### src/rtl/cpu_pkg.sv
// -----------------------------------------------------------------------------
// cpu_pkg
// Shared CPU definitions for the multiply unit.
//   XLEN        : operand / register width
//   OP_MUL      : decoded opcode of the MUL instruction
//   mul_state_t : control states of the sequential multiplier
// -----------------------------------------------------------------------------
package cpu_pkg;

  localparam int XLEN = 32;

  localparam logic [7:0] OP_MUL = 8'b00011000;

  typedef enum logic [1:0] {
    IDLE = 2'd0,
    BUSY = 2'd1,
    DONE = 2'd2
  } mul_state_t;

endpackage

### src/rtl/mul_shift_add.sv
// -----------------------------------------------------------------------------
// mul_shift_add
// Shift-add datapath of the sequential multiplier: one multiplier bit is
// consumed per step, the multiplicand shifts left into a 2*XLEN accumulator.
//
// Optional build macro MUL_SIGNED_EN: operands are two's complement. Their
// magnitudes are multiplied and the product is negated when the signs differ.
// Without it the operands are unsigned and no sign logic exists.
//
// Ports
//   clk, rst_n : clock, asynchronous active-low reset
//   load       : capture opa/opb and clear the accumulator
//   step       : perform one shift-add iteration
//   opa, opb   : multiplicand, multiplier
//   product    : accumulator value after the current step (sign-corrected);
//                valid as the final product during the last step
// -----------------------------------------------------------------------------
module mul_shift_add #(
  parameter int XLEN = cpu_pkg::XLEN
) (
  input  logic              clk,
  input  logic              rst_n,
  input  logic              load,
  input  logic              step,
  input  logic [XLEN-1:0]   opa,
  input  logic [XLEN-1:0]   opb,
  output logic [2*XLEN-1:0] product
);

  logic [2*XLEN-1:0] acc_q;
  logic [2*XLEN-1:0] mcand_q;
  logic [2*XLEN-1:0] acc_sum;
  logic [XLEN-1:0]   mplr_q;
  logic [XLEN-1:0]   mag_a;
  logic [XLEN-1:0]   mag_b;

`ifdef MUL_SIGNED_EN
  logic neg_q;

  // The magnitude of the most negative value still fits in XLEN unsigned bits.
  assign mag_a   = opa[XLEN-1] ? -opa : opa;
  assign mag_b   = opb[XLEN-1] ? -opb : opb;
  assign product = neg_q ? -acc_sum : acc_sum;
`else
  assign mag_a   = opa;
  assign mag_b   = opb;
  assign product = acc_sum;
`endif

  assign acc_sum = acc_q + (mplr_q[0] ? mcand_q : '0);

  // NOTE: state registers use non-blocking assignments so every register
  // samples pre-edge values, independent of statement order.
  // NOTE: these are plain flops, not a memory, so they are cheap to reset and
  // a reset keeps simulation free of X on product.
  always_ff @(posedge clk or negedge rst_n) begin
    if (!rst_n) begin
      acc_q   <= '0;
      mcand_q <= '0;
      mplr_q  <= '0;
`ifdef MUL_SIGNED_EN
      neg_q   <= 1'b0;
`endif
    end else if (load) begin
      acc_q   <= '0;
      mcand_q <= {{XLEN{1'b0}}, mag_a};
      mplr_q  <= mag_b;
`ifdef MUL_SIGNED_EN
      neg_q   <= opa[XLEN-1] ^ opb[XLEN-1];
`endif
    end else if (step) begin
      acc_q   <= acc_sum;
      mcand_q <= mcand_q << 1;
      mplr_q  <= mplr_q >> 1;
    end
  end

endmodule

### src/rtl/mul_seq.sv
// -----------------------------------------------------------------------------
// mul_seq
// Sequential (shift-add) multiplier for the EX stage. Takes exactly XLEN BUSY
// cycles; the pipeline is stalled from the accepting cycle until the DONE
// cycle, in which done/wb_en pulse for one cycle with the full product.
//
// Optional build macro MUL_SIGNED_EN: signed (two's complement) operands,
// same latency. Default build is unsigned.
//
// Ports
//   clk, rst_n : clock (rising edge), asynchronous active-low reset
//   start      : decoded MUL valid in EX (accepted only in IDLE)
//   opa, opb   : multiplicand, multiplier
//   rd         : destination register of the MUL
//   flush      : abort; returns to IDLE next cycle without a result pulse
//   stall      : freezes IF/ID/EX while the multiply is pending
//   done       : one-cycle result-valid pulse
//   result     : full 2*XLEN product {hi,lo}, held until the next completion
//   wb_rd      : destination register of the last completed multiply
//   wb_en      : register-write request, identical to done
// -----------------------------------------------------------------------------
module mul_seq #(
  parameter int XLEN  = cpu_pkg::XLEN,
  parameter int CNT_W = $clog2(XLEN) + 1
) (
  input  logic              clk,
  input  logic              rst_n,
  input  logic              start,
  input  logic [XLEN-1:0]   opa,
  input  logic [XLEN-1:0]   opb,
  input  logic [4:0]        rd,
  input  logic              flush,
  output logic              stall,
  output logic              done,
  output logic [2*XLEN-1:0] result,
  output logic [4:0]        wb_rd,
  output logic              wb_en
);

  import cpu_pkg::mul_state_t;
  import cpu_pkg::IDLE;
  import cpu_pkg::BUSY;
  import cpu_pkg::DONE;

  mul_state_t        state_q;
  mul_state_t        state_d;
  logic [CNT_W-1:0]  cnt_q;
  logic [4:0]        rd_q;
  logic              load;
  logic              step;
  logic              last_step;
  logic [2*XLEN-1:0] product;

  mul_shift_add #(
    .XLEN (XLEN)
  ) u_dp (
    .clk     (clk),
    .rst_n   (rst_n),
    .load    (load),
    .step    (step),
    .opa     (opa),
    .opb     (opb),
    .product (product)
  );

  // NOTE: every output of this block gets a default before the case, so no
  // path leaves a signal unassigned and no latch is inferred.
  always_comb begin
    state_d   = state_q;
    load      = 1'b0;
    step      = 1'b0;
    last_step = 1'b0;
    stall     = 1'b0;
    done      = 1'b0;
    unique case (state_q)
      IDLE: begin
        if (start && !flush) begin
          load    = 1'b1;
          stall   = 1'b1;
          state_d = BUSY;
        end
      end
      BUSY: begin
        stall = 1'b1;
        step  = !flush;
        // Counter 1 here means this is the XLEN-th iteration.
        if (cnt_q == CNT_W'(1)) begin
          last_step = !flush;
          state_d   = DONE;
        end
      end
      DONE: begin
        done    = !flush;
        state_d = IDLE;
      end
      default: state_d = IDLE;
    endcase
    // Flush overrides every transition, including a simultaneous start.
    if (flush) state_d = IDLE;
  end

  assign wb_en = done;

  always_ff @(posedge clk or negedge rst_n) begin
    if (!rst_n) begin
      state_q <= IDLE;
      cnt_q   <= '0;
      rd_q    <= '0;
      result  <= '0;
      wb_rd   <= '0;
    end else begin
      state_q <= state_d;
      if (flush)     cnt_q <= '0;
      else if (load) cnt_q <= CNT_W'(XLEN);
      else if (step) cnt_q <= cnt_q - CNT_W'(1);
      if (load) rd_q <= rd;
      // Result and wb_rd change only on completion, so they hold otherwise.
      if (last_step) begin
        result <= product;
        wb_rd  <= rd_q;
      end
    end
  end

endmodule

### config.mk
export PLATFORM = sky130hd
export DESIGN_NAME = mul_seq
export DESIGN_NICKNAME = d
export VERILOG_FILES = /design/src/rtl/cpu_pkg.sv /design/src/rtl/mul_shift_add.sv /design/src/rtl/mul_seq.sv
export SDC_FILE = /design/constraint.sdc
export NUM_CORES = 1
export LEC_CHECK = 0
export CAP_MARGIN = 25
export CORE_MARGIN = 2
export CORE_UTILIZATION = 49
export CTS_CLUSTER_DIAMETER = 50
export CTS_CLUSTER_SIZE = 30
export DETAILED_ROUTE_END_ITERATION = 8
export DONT_BUFFER_PORTS = 1
export SYNTH_ARGS = -nofsm -noshare
export SYNTH_HDL_FRONTEND = slang
export SYNTH_HIERARCHICAL = 1
export SYNTH_SLANG_ARGS = --single-unit
### constraint.sdc
create_clock -name clk -period 6.4 [get_ports clk]
set_input_delay 1.92 -clock clk [delete_from_list [all_inputs] [get_ports clk]]
set_output_delay 1.92 -clock clk [all_outputs]
set_load 0.1 [all_outputs]
Yosys cells after proc, flatten, opt, wreduce, memory -nomap -nowiden

Index checks and enable logic that the tools add are counted.

Register bits: 242
Output and inout bits: 72
Input port bits: 73

Add/subtract/negate cells: 2
Reduce and logical (&&, ||, !) cells: 6
Muxes and demuxes: 21
Equality and inequality tests: 5

Operators by type and width:

| operator            | count |
|---|---|
| $mux 64             | 5 |
| $add 64x64->64      | 1 |
| $mux 32             | 2 |
| $mux 6              | 3 |
| $eq 6x1->1 const B  | 1 |
| $mux 1              | 6 |
| $mux 2              | 3 |
| $ne 3x3->1 const B  | 2 |
| $sub 6x1->6 const B | 1 |
| $pmux 2 s2          | 1 |
| $reduce_bool 3->1   | 1 |
| $eq 2x1->1 const B  | 1 |
| $eq 2x2->1 const B  | 1 |
| $logic_not 2->1     | 1 |
| $pmux 1 s2          | 1 |
| $reduce_and 2->1    | 1 |
| $reduce_bool 2->1   | 1 |
| $logic_and 1x1->1   | 1 |
| $logic_not 1->1     | 1 |

Depth between registers and ports, before layout

Gate-level depths: netlist (run 1).

Depth in word-level cells: 6
Mapped depth: 17
Gate-level depth less buffers: 15

By module

Netlist (run 1), hierarchy kept.

Modules (own cells, without submodules):

| module        | times used | area each (µm²) | cells each | seq. area each (µm²) |
|---|---|---|---|---|
| mul_shift_add | 1          | 11278.3         | 1275       | 4003.8 |
| mul_seq       | 1          | 3493.4          | 203        | 2052.0 |

Worst setup path after synthesis (run 1)

Ideal clock, no wire load.

Path type: input to output
Start: in flush
End: out wb_en
Path slack: -0.465 ns
Path buffers: 2
Data required time: 4.480 ns
Cell stages on the path: 3
Arrival: 4.945 ns
Path through: clkbuf_1 -> nor3b_1 -> buf_4

Word-level cells in the longest chain between the ends: 2

Ends and longest elaborated chain:

| element         | RTL line      | RTL |
|---|---|---|
| start, declared | mul_seq.sv:32 | `input logic flush,` |
| $logic_not 1->1 | mul_seq.sv:93 | `done = !flush;` |
| $mux 1          | mul_seq.sv:75 | `unique case (state_q)` |
| end, declared   | mul_seq.sv:37 | `output logic wb_en` |

Every way passes these cells.

Worst setup path in the final report (run 1)

Start: in flush
End: out done

Word-level cells in the longest chain between the ends: 2

Ends and longest elaborated chain:

| element         | RTL line      | RTL |
|---|---|---|
| $logic_not 1->1 | mul_seq.sv:93 |  |
| $mux 1          | mul_seq.sv:75 |  |
| end, declared   | mul_seq.sv:34 | `output logic done,` |

Every way passes these cells.

==> metrics.txt, run 1 <==
# TYPE chip_impl_metric gauge
chip_impl_info{name="outcome",value="finished, final reports clean"} 1
chip_impl_metric{name="synth.avg_cell_area",unit="µm²"} 9.99
chip_impl_metric{name="timing.critical_path.required",unit="ps"} 4480
chip_impl_metric{name="insertion_delay",unit="ps"} 520
chip_impl_info{name="critPathLaunchType",value="input pin"} 1
chip_impl_info{name="cts_tree",value="yes"} 1
chip_impl_metric{name="initial_core_util",unit="%"} 49.8
chip_impl_metric{name="postLayoutSetupSlackWorst",unit="ps"} 1840
chip_impl_metric{name="power.leakage",unit="µW"} 0.00770
chip_impl_metric{name="via_per_inst",unit=""} 5.69
chip_impl_metric{name="hold_buffers",unit=""} 0
chip_impl_metric{name="cts.repair.resized",unit=""} 0
chip_impl_metric{name="grt.total_usage",unit="%"} 22.0
chip_impl_metric{name="syn_area",unit="µm²"} 14800
chip_impl_info{name="critical_path.reg2reg.startpoint",value="u_dp/mplr_q[0]$_DFFE_PN0P_"} 1
chip_impl_info{name="netlist_top_cells_area",value="sky130_fd_sc_hd__dfrtp_1, sky130_fd_sc_hd__mux2i_1, sky130_fd_sc_hd__mux2_4, sky130_fd_sc_hd__ha_1, sky130_fd_sc_hd__o21ai_0"} 1
chip_impl_metric{name="final_nets",unit=""} 1568
chip_impl_metric{name="grt_max_degree",unit=""} 243
chip_impl_metric{name="wl",unit="mm"} 34.3
chip_impl_metric{name="port-buffer-count",unit=""} 0
chip_impl_metric{name="first_global_vias",unit=""} 10500
chip_impl_metric{name="grt_first_pass_wirelength",unit="mm"} 56.2
chip_impl_metric{name="dieWidth",unit="µm"} 178
chip_impl_metric{name="worst-slew-pin-transition",unit="ps"} 1060
chip_impl_metric{name="antenna_found_initial",unit=""} 1
chip_impl_metric{name="boundaryPins",unit=""} 145
chip_impl_metric{name="critical_path.max_stage_delay",unit="ps"} 340
chip_impl_metric{name="drc_errors",unit=""} 0
chip_impl_info{name="path_class",value="in -> out"} 1
chip_impl_info{name="synth_top_flop_cell",value="sky130_fd_sc_hd__dfrtp_1"} 1
chip_impl_metric{name="yosys_warnings",unit=""} 6
chip_impl_metric{name="final-hold-violation-count",unit=""} 0
chip_impl_metric{name="syn2layout_area_growth",unit="%"} 9.50
chip_impl_metric{name="synth_largest_type_area_fraction",unit="%"} 41.0
chip_impl_metric{name="die_h",unit="µm"} 178
chip_impl_metric{name="final_layout_size_suffix_gt1_share",unit="%"} 12.2
chip_impl_info{name="min_from",value="rd_q[1]$_DFFE_PN0P_"} 1
chip_impl_info{name="cpLargestDelayFamily",value="buffers and inverters"} 1
chip_impl_metric{name="die_area",unit="µm²"} 31600
chip_impl_metric{name="worstPathArrival",unit="ps"} 2640
chip_impl_metric{name="post-route-min-period",unit="ps"} 4560
chip_impl_metric{name="power.ir.vdd_worst",unit="µV"} 258
chip_impl_metric{name="num_cts_buffers",unit=""} 34
chip_impl_metric{name="finClkSkew",unit="ps"} 19.2
chip_impl_metric{name="grt.overflow.total",unit=""} 0
chip_impl_metric{name="finalCoreUtilization",unit="%"} 54.6
chip_impl_info{name="end_kind",value="output pin"} 1
chip_impl_metric{name="layout_worst_path_cycle_share",unit="%"} 71.2
chip_impl_metric{name="ant_nets",unit=""} 0
chip_impl_metric{name="timing.final.setup_violations",unit=""} 0
chip_impl_metric{name="pre_cts_slack",unit="ps"} 1840
chip_impl_metric{name="worst_setup_hold_path_clk_slew",unit="ps"} 50
chip_impl_metric{name="synth-seq-cells",unit=""} 242
chip_impl_info{name="clk_root_buffer_cell",value="sky130_fd_sc_hd__clkbuf_16"} 1
chip_impl_metric{name="syn-instance-count",unit=""} 1478
chip_impl_metric{name="cp.buffers_inverters",unit=""} 2
chip_impl_metric{name="number_of_distinct_library_cell_variants_in_the_gate_level_netlist_after_synthesis",unit=""} 83
chip_impl_metric{name="async_flop_share",unit="%"} 100
chip_impl_metric{name="post_cts_setup_buffers",unit=""} 0
chip_impl_metric{name="final-max-slew-violation-count",unit=""} 0
chip_impl_metric{name="first_iter_violations",unit=""} 637
chip_impl_metric{name="clock_path_buffers",unit=""} 3
chip_impl_metric{name="worstPathMaxFanout",unit=""} 8
chip_impl_metric{name="num_vias",unit=""} 10500
chip_impl_metric{name="drv_cap",unit=""} 0
chip_impl_info{name="grt_setup_unrepaired",value="no"} 1
chip_impl_info{name="min_path_type",value="reg -> reg"} 1
chip_impl_metric{name="detailed_place_hpwl",unit="mm"} 23.5
chip_impl_metric{name="postSynthNetCount",unit=""} 1617
chip_impl_info{name="slowest_stage",value="sky130_fd_sc_hd__buf_4"} 1
chip_impl_info{name="crit_chain",value="nor3b_4 -> buf_4 -> buf_16"} 1
chip_impl_metric{name="detailed_routing_iterations_pass_1",unit=""} 5
chip_impl_metric{name="rows",unit=""} 63
chip_impl_metric{name="htree_num_levels",unit=""} 2
chip_impl_metric{name="wl_per_cell",unit="µm"} 18.6
chip_impl_metric{name="timing.slew.headroom",unit="%"} 29.4
chip_impl_info{name="setup.worst_path.start",value="flush"} 1
chip_impl_metric{name="core_area",unit="µm²"} 29600
chip_impl_info{name="netlist.top_cell.by_area",value="sky130_fd_sc_hd__dfrtp_1"} 1
chip_impl_metric{name="synth_edf_count",unit=""} 0
chip_impl_metric{name="power_density",unit="nW/µm²"} 342
chip_impl_metric{name="achievable_freq",unit="GHz"} 0.219
chip_impl_metric{name="timing.setup.tns",unit="ps"} 0
chip_impl_metric{name="routabilityCongestion",unit=""} 0.847
chip_impl_metric{name="synth.yosys.seq_area_share",unit="%"} 41.0
chip_impl_metric{name="cts_num_sinks",unit=""} 242
chip_impl_metric{name="layout.filler_cells",unit=""} 2679
through the flow:
| step | instances | hold slack (ps) | power, µW | cell area, µm² |
|---|---|---|---|---|
| after floorplan | 1478 | 466 | 3380 | 14800 |
| after global placement | 1782 | 480 | 3610 | 15000 |
| after detailed placement | 1783 | 499 | 3640 | 15000 |
| after CTS | 1845 | 507 | 5590 | 16200 |
| after global routing | 1845 | 527 | 5820 | 16200 |
| final | 1846 | 500 | 5530 | 16200 |
cell usage after synthesis (22+ instances only):
library cell / n
sky130_fd_sc_hd__a21o_1: 31
sky130_fd_sc_hd__ha_1: 65
sky130_fd_sc_hd__mux2_4: 69
sky130_fd_sc_hd__clkbuf_1: 57
sky130_fd_sc_hd__mux2i_1: 138
sky130_fd_sc_hd__a21oi_1: 82
sky130_fd_sc_hd__nor2_1: 127
sky130_fd_sc_hd__o21ai_0: 106
sky130_fd_sc_hd__inv_1: 27
sky130_fd_sc_hd__xnor2_1: 37
sky130_fd_sc_hd__nand3_1: 23
sky130_fd_sc_hd__xor2_1: 22
sky130_fd_sc_hd__nand2_1: 129
sky130_fd_sc_hd__and2_1: 66
sky130_fd_sc_hd__dfrtp_1: 242
final timing paths:
path                       slack, ps                         end  cells past startpoint
max in group asynchronous       4860  u_dp/acc_q[59]$_DFFE_PN0P_                      0
min                              500        wb_rd[1]$_DFFE_PN0P_                      1
min in group asynchronous       1100      result[39]$_DFFE_PN0P_                      0
min reg2reg                      500        wb_rd[1]$_DFFE_PN0P_                      1
max reg2reg                     1930      result[56]$_DFFE_PN0P_                     14
max                             1840                        done                      3
cell usage in the layout (no fill, tap or decap), drive strengths merged, types with 4 or more instances in the layout:
| master | instances |
|---|---|
| a211oi | 7 |
| nand4 | 21 |
| o21bai | 16 |
| nor2 | 127 |
| o31a | 8 |
| xor2 | 24 |
| o21a | 11 |
| inv | 38 |
| dfrtp | 242 |
| or2 | 4 |
| mux2i | 138 |
| nand3 | 24 |
| clkinvlp | 4 |
| a22o | 11 |
| a21boi | 4 |
| nand2 | 130 |
| and2 | 67 |
| nand2b | 8 |
| a21oi | 84 |
| o21ai | 109 |
| mux2 | 75 |
| or3 | 7 |
| nor3 | 9 |
| ha | 65 |
| nor4b | 4 |
| a31oi | 4 |
| buf | 10 |
| nor2b | 10 |
| and3 | 9 |
| a211o | 5 |
| nor3b | 6 |
| nor4 | 5 |
| o211ai | 7 |
| clkbuf | 35 |
| xnor2 | 37 |
| nand3b | 5 |
| clkinv | 11 |
| a21o | 31 |
layout make-up:
| type | count | area, µm² | area share [%] |
|---|---|---|---|
| sequential | 242 | 6060 | 37.4 |
| multi-input combinational | 1113 | 8200 | 50.7 |
| inverter | 28 | 113 | 0.696 |
| tap | 390 | 488 | 3.02 |
| clock inverter | 27 | 320 | 1.98 |
| clock buffer | 35 | 865 | 5.34 |
| timing repair buffer | 10 | 128 | 0.789 |
| antenna | 1 | 2.50 | 0.0155 |
worst register-to-register path, stage by stage, from the launching register on:
cell and delay (ps):
sky130_fd_sc_hd__dfrtp_1 860, sky130_fd_sc_hd__buf_4 380, sky130_fd_sc_hd__nand2_1 150, sky130_fd_sc_hd__fa_1 450, sky130_fd_sc_hd__nor2b_1 180, sky130_fd_sc_hd__o31a_1 180, sky130_fd_sc_hd__o31a_1 250, sky130_fd_sc_hd__o21a_1 250
sky130_fd_sc_hd__a211oi_2 120, sky130_fd_sc_hd__nor4_1 380, sky130_fd_sc_hd__o32ai_2 180, sky130_fd_sc_hd__nor2b_1 390, sky130_fd_sc_hd__a31oi_1 170, sky130_fd_sc_hd__xnor2_1 150, sky130_fd_sc_hd__mux2_4 270
metal layers:
metal  GRT usage [%]  vias to the layer above  share of wire (%)
met3            4.63                       49                5.3
met2            34.4                      222                 45
met4            5.43                        0                1.9
li1                -                     5149                  -
met5               0                        -                  0
met1            31.2                     5076                 48
logic make-up (layout without fill, tap and decap cells):
| logic type | after synthesis | count (layout) | synth area share, % |
|---|---|---|---|
| compound gates | 328 | 328 | 14.4 |
| xor+xnor | 61 | 61 | 3.72 |
| fa+ha+maj | 66 | 66 | 5.64 |
| buf+inv | 123 | 100 | 3.64 |
| flops | 242 | 242 | 41.0 |
| mux | 213 | 213 | 16.8 |
| other cells | 0 | 1 | 0 |
| simple gates | 445 | 445 | 14.8 |
power by group:
part / internal (µW) / total, µW / leakage, µW / switching (µW)
Sequential: 1780 / 2610 / 0.00324 / 835
Combinational: 453 / 992 / 0.00389 / 539
Clock: 1120 / 1920 / 0.000567 / 803
state kept, by name (all words and copies together) (netlist names):
register / count
state_q: 2
u_dp/acc_q: 64
result: 64
u_dp/mcand_q: 64
rd_q: 5
u_dp/mplr_q: 32
wb_rd: 5
cnt_q: 6
Note: power is estimated with default switching activity, not from simulation.
==> run 2: changes to the inputs <==
==> constraint.sdc (replaced) <==
create_clock -name clk -period 4.7 [get_ports clk]
set_input_delay 1.41 -clock clk [delete_from_list [all_inputs] [get_ports clk]]
set_output_delay 1.41 -clock clk [all_outputs]
set_load 0.1 [all_outputs]
==> metrics.txt, run 2 (synthesis gave the netlist of run 1 again) <==
# TYPE chip_impl_metric gauge
chip_impl_metric{name="wl",unit="mm"} 34.8
chip_impl_metric{name="first_global_vias",unit=""} 10800
chip_impl_metric{name="finClkSkew",unit="ps"} 23.0
chip_impl_info{name="layout.cells.most_common_list",value="sky130_fd_sc_hd__dfrtp_1, sky130_fd_sc_hd__mux2i_1, sky130_fd_sc_hd__nand2_1"} 1
chip_impl_metric{name="via_per_inst",unit=""} 5.70
chip_impl_metric{name="final-max-slew-violation-count",unit=""} 0
chip_impl_metric{name="drc_errors",unit=""} 0
chip_impl_metric{name="boundaryPins",unit=""} 145
chip_impl_metric{name="power.ir.vdd_worst",unit="µV"} 346
chip_impl_info{name="most_frequent_standard_cell_in_the_layout_excluding_fill_and_tap_cells",value="sky130_fd_sc_hd__dfrtp_1"} 1
chip_impl_metric{name="post-route-min-period",unit="ps"} 4140
chip_impl_metric{name="ant_nets",unit=""} 0
chip_impl_metric{name="layout_worst_path_cycle_share",unit="%"} 88.0
chip_impl_info{name="largest_registers",value="result: 64 flops, u_dp/acc_q: 64 flops, u_dp/mcand_q: 64 flops"} 1
chip_impl_metric{name="grt_first_pass_wirelength",unit="mm"} 57.3
chip_impl_metric{name="detailed_routing_iterations_pass_1",unit=""} 7
chip_impl_metric{name="worstPathArrival",unit="ps"} 4590
chip_impl_info{name="cts_tree",value="yes"} 1
chip_impl_metric{name="final_layout_size_suffix_gt1_share",unit="%"} 12.2
chip_impl_metric{name="worst-r2r-cell-count",unit=""} 15
chip_impl_metric{name="die_h",unit="µm"} 178
chip_impl_info{name="min_from",value="u_dp/acc_q[57]$_DFFE_PN0P_"} 1
chip_impl_metric{name="antenna_found_initial",unit=""} 0
chip_impl_metric{name="worst-slew-pin-transition",unit="ps"} 1050
chip_impl_info{name="path_class",value="reg -> reg"} 1
chip_impl_metric{name="insertedDiodeCount",unit=""} 0
chip_impl_metric{name="timing.final.setup_violations",unit=""} 0
chip_impl_metric{name="routabilityCongestion",unit=""} 0.879
chip_impl_metric{name="num_cts_buffers",unit=""} 30
chip_impl_info{name="grt_setup_unrepaired",value="no"} 1
chip_impl_metric{name="achievable_freq",unit="GHz"} 0.242
chip_impl_info{name="end_kind",value="flip-flop"} 1
chip_impl_metric{name="cts_num_sinks",unit=""} 242
chip_impl_metric{name="grt_max_degree",unit=""} 243
chip_impl_metric{name="hold_ws",unit="ps"} 501
chip_impl_metric{name="insertion_delay",unit="ps"} 570
chip_impl_metric{name="worst_setup_hold_path_clk_slew",unit="ps"} 70
chip_impl_metric{name="port-buffer-count",unit=""} 0
chip_impl_info{name="timing.rr.end",value="result[60]$_DFFE_PN0P_"} 1
chip_impl_metric{name="grt.total_usage",unit="%"} 22.4
chip_impl_metric{name="rows",unit=""} 63
chip_impl_metric{name="hold_buffers",unit=""} 0
chip_impl_metric{name="cts.repair.resized",unit=""} 0
chip_impl_metric{name="post_cts_setup_buffers",unit=""} 0
chip_impl_metric{name="worstPathMaxFanout",unit=""} 50
chip_impl_metric{name="timing.setup.tns",unit="ps"} 0
chip_impl_info{name="critical_path.reg2reg.startpoint",value="u_dp/mplr_q[0]$_DFFE_PN0P_"} 1
chip_impl_info{name="outcome",value="finished, final reports clean"} 1
chip_impl_metric{name="regToRegSetupSlack",unit="ps"} 560
chip_impl_metric{name="timing.critical_path.required",unit="ps"} 5150
chip_impl_metric{name="htree_num_levels",unit=""} 1
chip_impl_metric{name="dieWidth",unit="µm"} 178
chip_impl_info{name="setup.worst_path.start",value="u_dp/mplr_q[0]$_DFFE_PN0P_"} 1
chip_impl_metric{name="detailed_place_hpwl",unit="mm"} 24.7
chip_impl_metric{name="syn2layout_area_growth",unit="%"} 9.39
chip_impl_metric{name="initial_core_util",unit="%"} 49.8
chip_impl_metric{name="power.leakage",unit="µW"} 0.00771
chip_impl_metric{name="layout.filler_cells",unit=""} 2699
chip_impl_metric{name="num_vias",unit=""} 10500
chip_impl_metric{name="wl_per_cell",unit="µm"} 18.8
chip_impl_metric{name="first_iter_violations",unit=""} 644
chip_impl_info{name="critical_path.endpoint",value="result[60]$_DFFE_PN0P_"} 1
chip_impl_info{name="critPathLaunchType",value="flip-flop"} 1
chip_impl_metric{name="power_density",unit="nW/µm²"} 456
chip_impl_metric{name="core_area",unit="µm²"} 29600
chip_impl_metric{name="grt.overflow.total",unit=""} 0
chip_impl_metric{name="clock_path_buffers",unit=""} 3
chip_impl_metric{name="final-hold-violation-count",unit=""} 0
chip_impl_info{name="clk_root_buffer_cell",value="sky130_fd_sc_hd__clkbuf_16"} 1
chip_impl_metric{name="final_nets",unit=""} 1572
chip_impl_metric{name="die_area",unit="µm²"} 31600
chip_impl_info{name="min_path_type",value="reg -> reg"} 1
chip_impl_metric{name="drv_cap",unit=""} 0
chip_impl_metric{name="timing.slew.headroom",unit="%"} 30.2
run 2: cell count changes in the layout (fill, tap and decap cells not counted), sizes merged:
cell / change
bufinv: +1
inv: -1
clkinvlp: -2
buf: +8
diode: -1
clkbuf: -4
run 2: cell type report:
class	instances	area (µm²)	share of cell area, %
clock buffers	31	754	4.67
inverters	28	113	0.697
well taps	390	488	3.02
multi-input cells	1113	8200	50.8
flip-flops and latches	242	6060	37.5
clock inverters	25	319	1.97
repair buffers	18	225	1.39
run 2: where the power goes:
part           switching (µW)  internal (µW)  total (µW)
sequential               1120           2420        3540
combinational             768            626        1390
clock                    1030           1390        2430
run 2: critical path, stage by stage (launching register included):
cell                       delay [ps]
sky130_fd_sc_hd__dfrtp_1          340
sky130_fd_sc_hd__buf_4            410
sky130_fd_sc_hd__buf_4            290
sky130_fd_sc_hd__and2_1           150
sky130_fd_sc_hd__ha_1             260
sky130_fd_sc_hd__nor2b_1          160
sky130_fd_sc_hd__o31a_1           270
sky130_fd_sc_hd__o31a_1           350
sky130_fd_sc_hd__o21a_1           250
sky130_fd_sc_hd__a211oi_2         300
sky130_fd_sc_hd__nor4_1           100
sky130_fd_sc_hd__o32ai_2          370
sky130_fd_sc_hd__nor2b_1          180
sky130_fd_sc_hd__a21oi_1          210
sky130_fd_sc_hd__xnor2_1           90
sky130_fd_sc_hd__mux2_4           280
run 2: stage by stage:
| step | utilization [%] | worst slack [ps] | total power (µW) | instance area, µm² | instances |
|---|---|---|---|---|---|
| detailed placement | 50.9 | 595 | 4980 | 15100 | 1791 |
| global route | 54.5 | 223 | 7730 | 16200 | 1847 |
| CTS | 54.5 | 576 | 7440 | 16200 | 1847 |
| floorplan | - | 29.9 | 4600 | 14800 | 1478 |
| global placement | 50.8 | 671 | 4940 | 15100 | 1790 |
| finish | 54.5 | 562 | 7360 | 16200 | 1847 |
run 2: routing by layer:
layer	wire length [µm]	vias to the layer above	global-route usage [%]
li1	-	5142	-
met1	16400	5063	31.8
met2	15300	272	34.7
met3	2210	59	4.95
met4	913	0	5.94
met5	0	-	0
run 2: worst min path at each step:
stage | slack [ps] | to | depth (start not counted)
after floorplan | 470 | u_dp/acc_q[57]$_DFFE_PN0P_ | 1
after global placement | 480 | u_dp/acc_q[57]$_DFFE_PN0P_ | 1
after detailed placement | 490 | u_dp/acc_q[57]$_DFFE_PN0P_ | 1
after CTS | 500 | u_dp/acc_q[57]$_DFFE_PN0P_ | 1
after global routing | 520 | result[37]$_DFFE_PN0P_ | 0
final | 500 | u_dp/acc_q[57]$_DFFE_PN0P_ | 1
==> run 3: changes to the inputs <==
--- a/config.mk
+++ b/config.mk
@@ -5,6 +5,7 @@
 export SDC_FILE = /design/constraint.sdc
 export NUM_CORES = 1
 export LEC_CHECK = 0
+export ABC_CLOCK_PERIOD_IN_PS = 3750
 export CAP_MARGIN = 25
 export CORE_MARGIN = 2
 export CORE_UTILIZATION = 49
@@ -12,6 +13,7 @@
 export CTS_CLUSTER_SIZE = 30
 export DETAILED_ROUTE_END_ITERATION = 8
 export DONT_BUFFER_PORTS = 1
+export PLACE_DENSITY = 0.66
 export SYNTH_ARGS = -nofsm -noshare
 export SYNTH_HDL_FRONTEND = slang
 export SYNTH_HIERARCHICAL = 1
==> constraint.sdc (replaced) <==
create_clock -name clk -period 3.75 [get_ports clk]
set_input_delay 1.125 -clock clk [delete_from_list [all_inputs] [get_ports clk]]
set_output_delay 1.125 -clock clk [all_outputs]
set_load 0.1 [all_outputs]
==> metrics.txt, run 3 (synthesis gave the netlist of run 1 again) <==
# TYPE chip_impl_metric gauge
chip_impl_metric{name="worst-r2r-cell-count",unit=""} 14
chip_impl_metric{name="worstPathMaxFanout",unit=""} 27
chip_impl_metric{name="first_global_vias",unit=""} 10700
chip_impl_metric{name="layout_worst_path_cycle_share",unit="%"} 96.6
chip_impl_metric{name="antenna_found_initial",unit=""} 0
chip_impl_metric{name="insertedDiodeCount",unit=""} 0
chip_impl_info{name="timing.rr.end",value="result[43]$_DFFE_PN0P_"} 1
chip_impl_metric{name="timing.slew.headroom",unit="%"} 29.4
chip_impl_metric{name="worstPathArrival",unit="ps"} 4070
chip_impl_metric{name="finClkSkew",unit="ps"} 22.1
chip_impl_metric{name="initial_core_util",unit="%"} 49.8
chip_impl_metric{name="regToRegSetupSlack",unit="ps"} 130
chip_impl_metric{name="hold_ws",unit="ps"} 261
chip_impl_metric{name="dieWidth",unit="µm"} 178
chip_impl_metric{name="detailed_place_hpwl",unit="mm"} 24.6
chip_impl_metric{name="finalCoreUtilization",unit="%"} 55.5
chip_impl_metric{name="first_iter_violations",unit=""} 677
chip_impl_metric{name="timing.final.setup_violations",unit=""} 0
chip_impl_info{name="critPathLaunchType",value="flip-flop"} 1
chip_impl_metric{name="final_nets",unit=""} 1603
chip_impl_info{name="outcome",value="finished, final reports clean"} 1
chip_impl_metric{name="worst_setup_hold_path_clk_slew",unit="ps"} 80
chip_impl_metric{name="clock_path_buffers",unit=""} 3
chip_impl_metric{name="grt_first_pass_wirelength",unit="mm"} 56.5
chip_impl_info{name="path_class",value="reg -> reg"} 1
chip_impl_metric{name="power.leakage",unit="µW"} 0.00787
chip_impl_metric{name="num_cts_buffers",unit=""} 28
chip_impl_metric{name="final-max-slew-violation-count",unit=""} 0
chip_impl_metric{name="num_vias",unit=""} 10800
chip_impl_metric{name="critical_path.max_stage_delay",unit="ps"} 440
chip_impl_metric{name="detailed_routing_iterations_pass_1",unit=""} 7
chip_impl_metric{name="die_area",unit="µm²"} 31600
chip_impl_metric{name="grt.overflow.total",unit=""} 0
chip_impl_metric{name="final_layout_size_suffix_gt1_share",unit="%"} 14.4
chip_impl_info{name="critical_path.reg2reg.startpoint",value="u_dp/mplr_q[0]$_DFFE_PN0P_"} 1
chip_impl_metric{name="cts_num_sinks",unit=""} 242
chip_impl_metric{name="power_density",unit="nW/µm²"} 567
chip_impl_metric{name="drv_cap",unit=""} 0
chip_impl_metric{name="wl_per_cell",unit="µm"} 18.3
chip_impl_metric{name="achievable_freq",unit="GHz"} 0.276
chip_impl_metric{name="routabilityCongestion",unit=""} 0.936
chip_impl_info{name="cts_tree",value="yes"} 1
chip_impl_metric{name="syn2layout_area_growth",unit="%"} 11.4
chip_impl_metric{name="power.ir.vdd_worst",unit="µV"} 452
chip_impl_info{name="slowest_stage",value="sky130_fd_sc_hd__dfrtp_1"} 1
chip_impl_metric{name="timing.critical_path.required",unit="ps"} 4200
chip_impl_info{name="layout.cells.most_common_list",value="sky130_fd_sc_hd__dfrtp_1, sky130_fd_sc_hd__mux2i_1, sky130_fd_sc_hd__nand2_1"} 1
chip_impl_metric{name="worst-slew-pin-transition",unit="ps"} 1060
chip_impl_info{name="largest_registers",value="result: 64 flops, u_dp/acc_q: 64 flops, u_dp/mcand_q: 64 flops"} 1
chip_impl_info{name="crit_chain",value="buf_12 -> and2_1 -> ha_1 -> nand4_1 -> or3_4 -> nor2_1 -> o2111ai_1 -> a21oi_1 -> a21oi_1 -> o21bai_1 -> nor3b_2 -> nor2_1 -> xnor2_1 -> mux2_4"} 1
chip_impl_info{name="clk_root_buffer_cell",value="sky130_fd_sc_hd__clkbuf_16"} 1
chip_impl_metric{name="post-route-min-period",unit="ps"} 3620
chip_impl_metric{name="boundaryPins",unit=""} 145
chip_impl_info{name="most_frequent_standard_cell_in_the_layout_excluding_fill_and_tap_cells",value="sky130_fd_sc_hd__dfrtp_1"} 1
chip_impl_metric{name="total_design_power",unit="µW"} 9330
chip_impl_metric{name="final-hold-violation-count",unit=""} 0
chip_impl_metric{name="core_area",unit="µm²"} 29600
chip_impl_info{name="grt_setup_unrepaired",value="no"} 1
chip_impl_metric{name="die_h",unit="µm"} 178
chip_impl_metric{name="rows",unit=""} 63
chip_impl_metric{name="grt.total_usage",unit="%"} 22.0
chip_impl_metric{name="port-buffer-count",unit=""} 0
chip_impl_info{name="min_path_type",value="in -> async"} 1
chip_impl_metric{name="ant_nets",unit=""} 0
chip_impl_metric{name="drc_errors",unit=""} 0
chip_impl_metric{name="wl",unit="mm"} 34.3
chip_impl_info{name="end_kind",value="flip-flop"} 1
chip_impl_metric{name="hold_buffers",unit=""} 0
chip_impl_metric{name="htree_num_levels",unit=""} 1
chip_impl_metric{name="via_per_inst",unit=""} 5.73
chip_impl_metric{name="insertion_delay",unit="ps"} 580
chip_impl_metric{name="grt_max_degree",unit=""} 243
## run 3: cell types whose count changed in the layout (fill, tap and decap cells not counted), sizes merged
cell / previous run / this run
bufinv: 3 / 4
inv: 37 / 39
clkinv: 11 / 7
clkinvlp: 2 / 1
buf: 18 / 51
clkbuf: 31 / 29
## run 3: per-stage QoR
step                setup TNS, ps  std cells  setup slack (ps)  area, µm²
floorplan                   -3.48       1478             -3.48      14800
global placement                0       1823               232      15300
detailed placement              0       1823               178      15300
CTS                             0       1875               130      16400
global route                    0       1876              4.96      16400
finish                          0       1876               129      16400
## run 3: cell type report
type	count	area [µm²]
clock buffer	29	704
clock inverter	23	375
fill	2639	13200
inverter	28	113
multi-input combinational	1113	8230
sequential	242	6060
tap	390	488
timing repair buffer	51	482
## run 3: power breakdown
| group | switching (µW) | internal (µW) | total (µW) |
|---|---|---|---|
| clock | 1320 | 1750 | 3070 |
| sequential | 1420 | 3030 | 4450 |
| combinational | 959 | 845 | 1800 |
## run 3: timing repair
| action | in CTS | in global routing |
|---|---|---|
| buffers inserted | 0 | 1 |
| gates resized for setup | 0 | 9 |
| endpoints found under the setup margin | 0 | 11 |
## run 3: worst max-delay path, delay by kind of cell, from the launching register on
| kind | cells | cell delay [ps] |
|---|---|---|
| and+or+nand+nor | 6 | 1220 |
| AOI/OAI and AO/OA | 4 | 970 |
| DFF | 1 | 440 |
| adders and majority gates | 1 | 290 |
| muxes | 1 | 260 |
| buffers and inverters | 1 | 180 |
| xor gates and xnor gates | 1 | 130 |
## run 3: routing by layer
metal / part of all wire, % / global-route usage, % / up-vias
li1: - / - / 5221
met1: 47 / 30.7 / 5214
met2: 45 / 34.9 / 268
met3: 6.1 / 4.82 / 54
met4: 2.4 / 5.40 / 0
met5: 0 / 0 / -
## run 3: worst max path at each step
stage,cells past startpoint,end,start,slack (ps)
2_1_floorplan,3,wb_en,flush,-3
3_3_place_gp,13,result[58]$_DFFE_PN0P_,u_dp/mplr_q[0]$_DFFE_PN0P_,230
3_5_place_dp,14,result[56]$_DFFE_PN0P_,u_dp/mplr_q[0]$_DFFE_PN0P_,180
4_1_cts,14,result[43]$_DFFE_PN0P_,u_dp/mplr_q[0]$_DFFE_PN0P_,130
5_1_grt,13,result[55]$_DFFE_PN0P_,u_dp/mplr_q[0]$_DFFE_PN0P_,5
6_report,14,result[43]$_DFFE_PN0P_,u_dp/mplr_q[0]$_DFFE_PN0P_,130
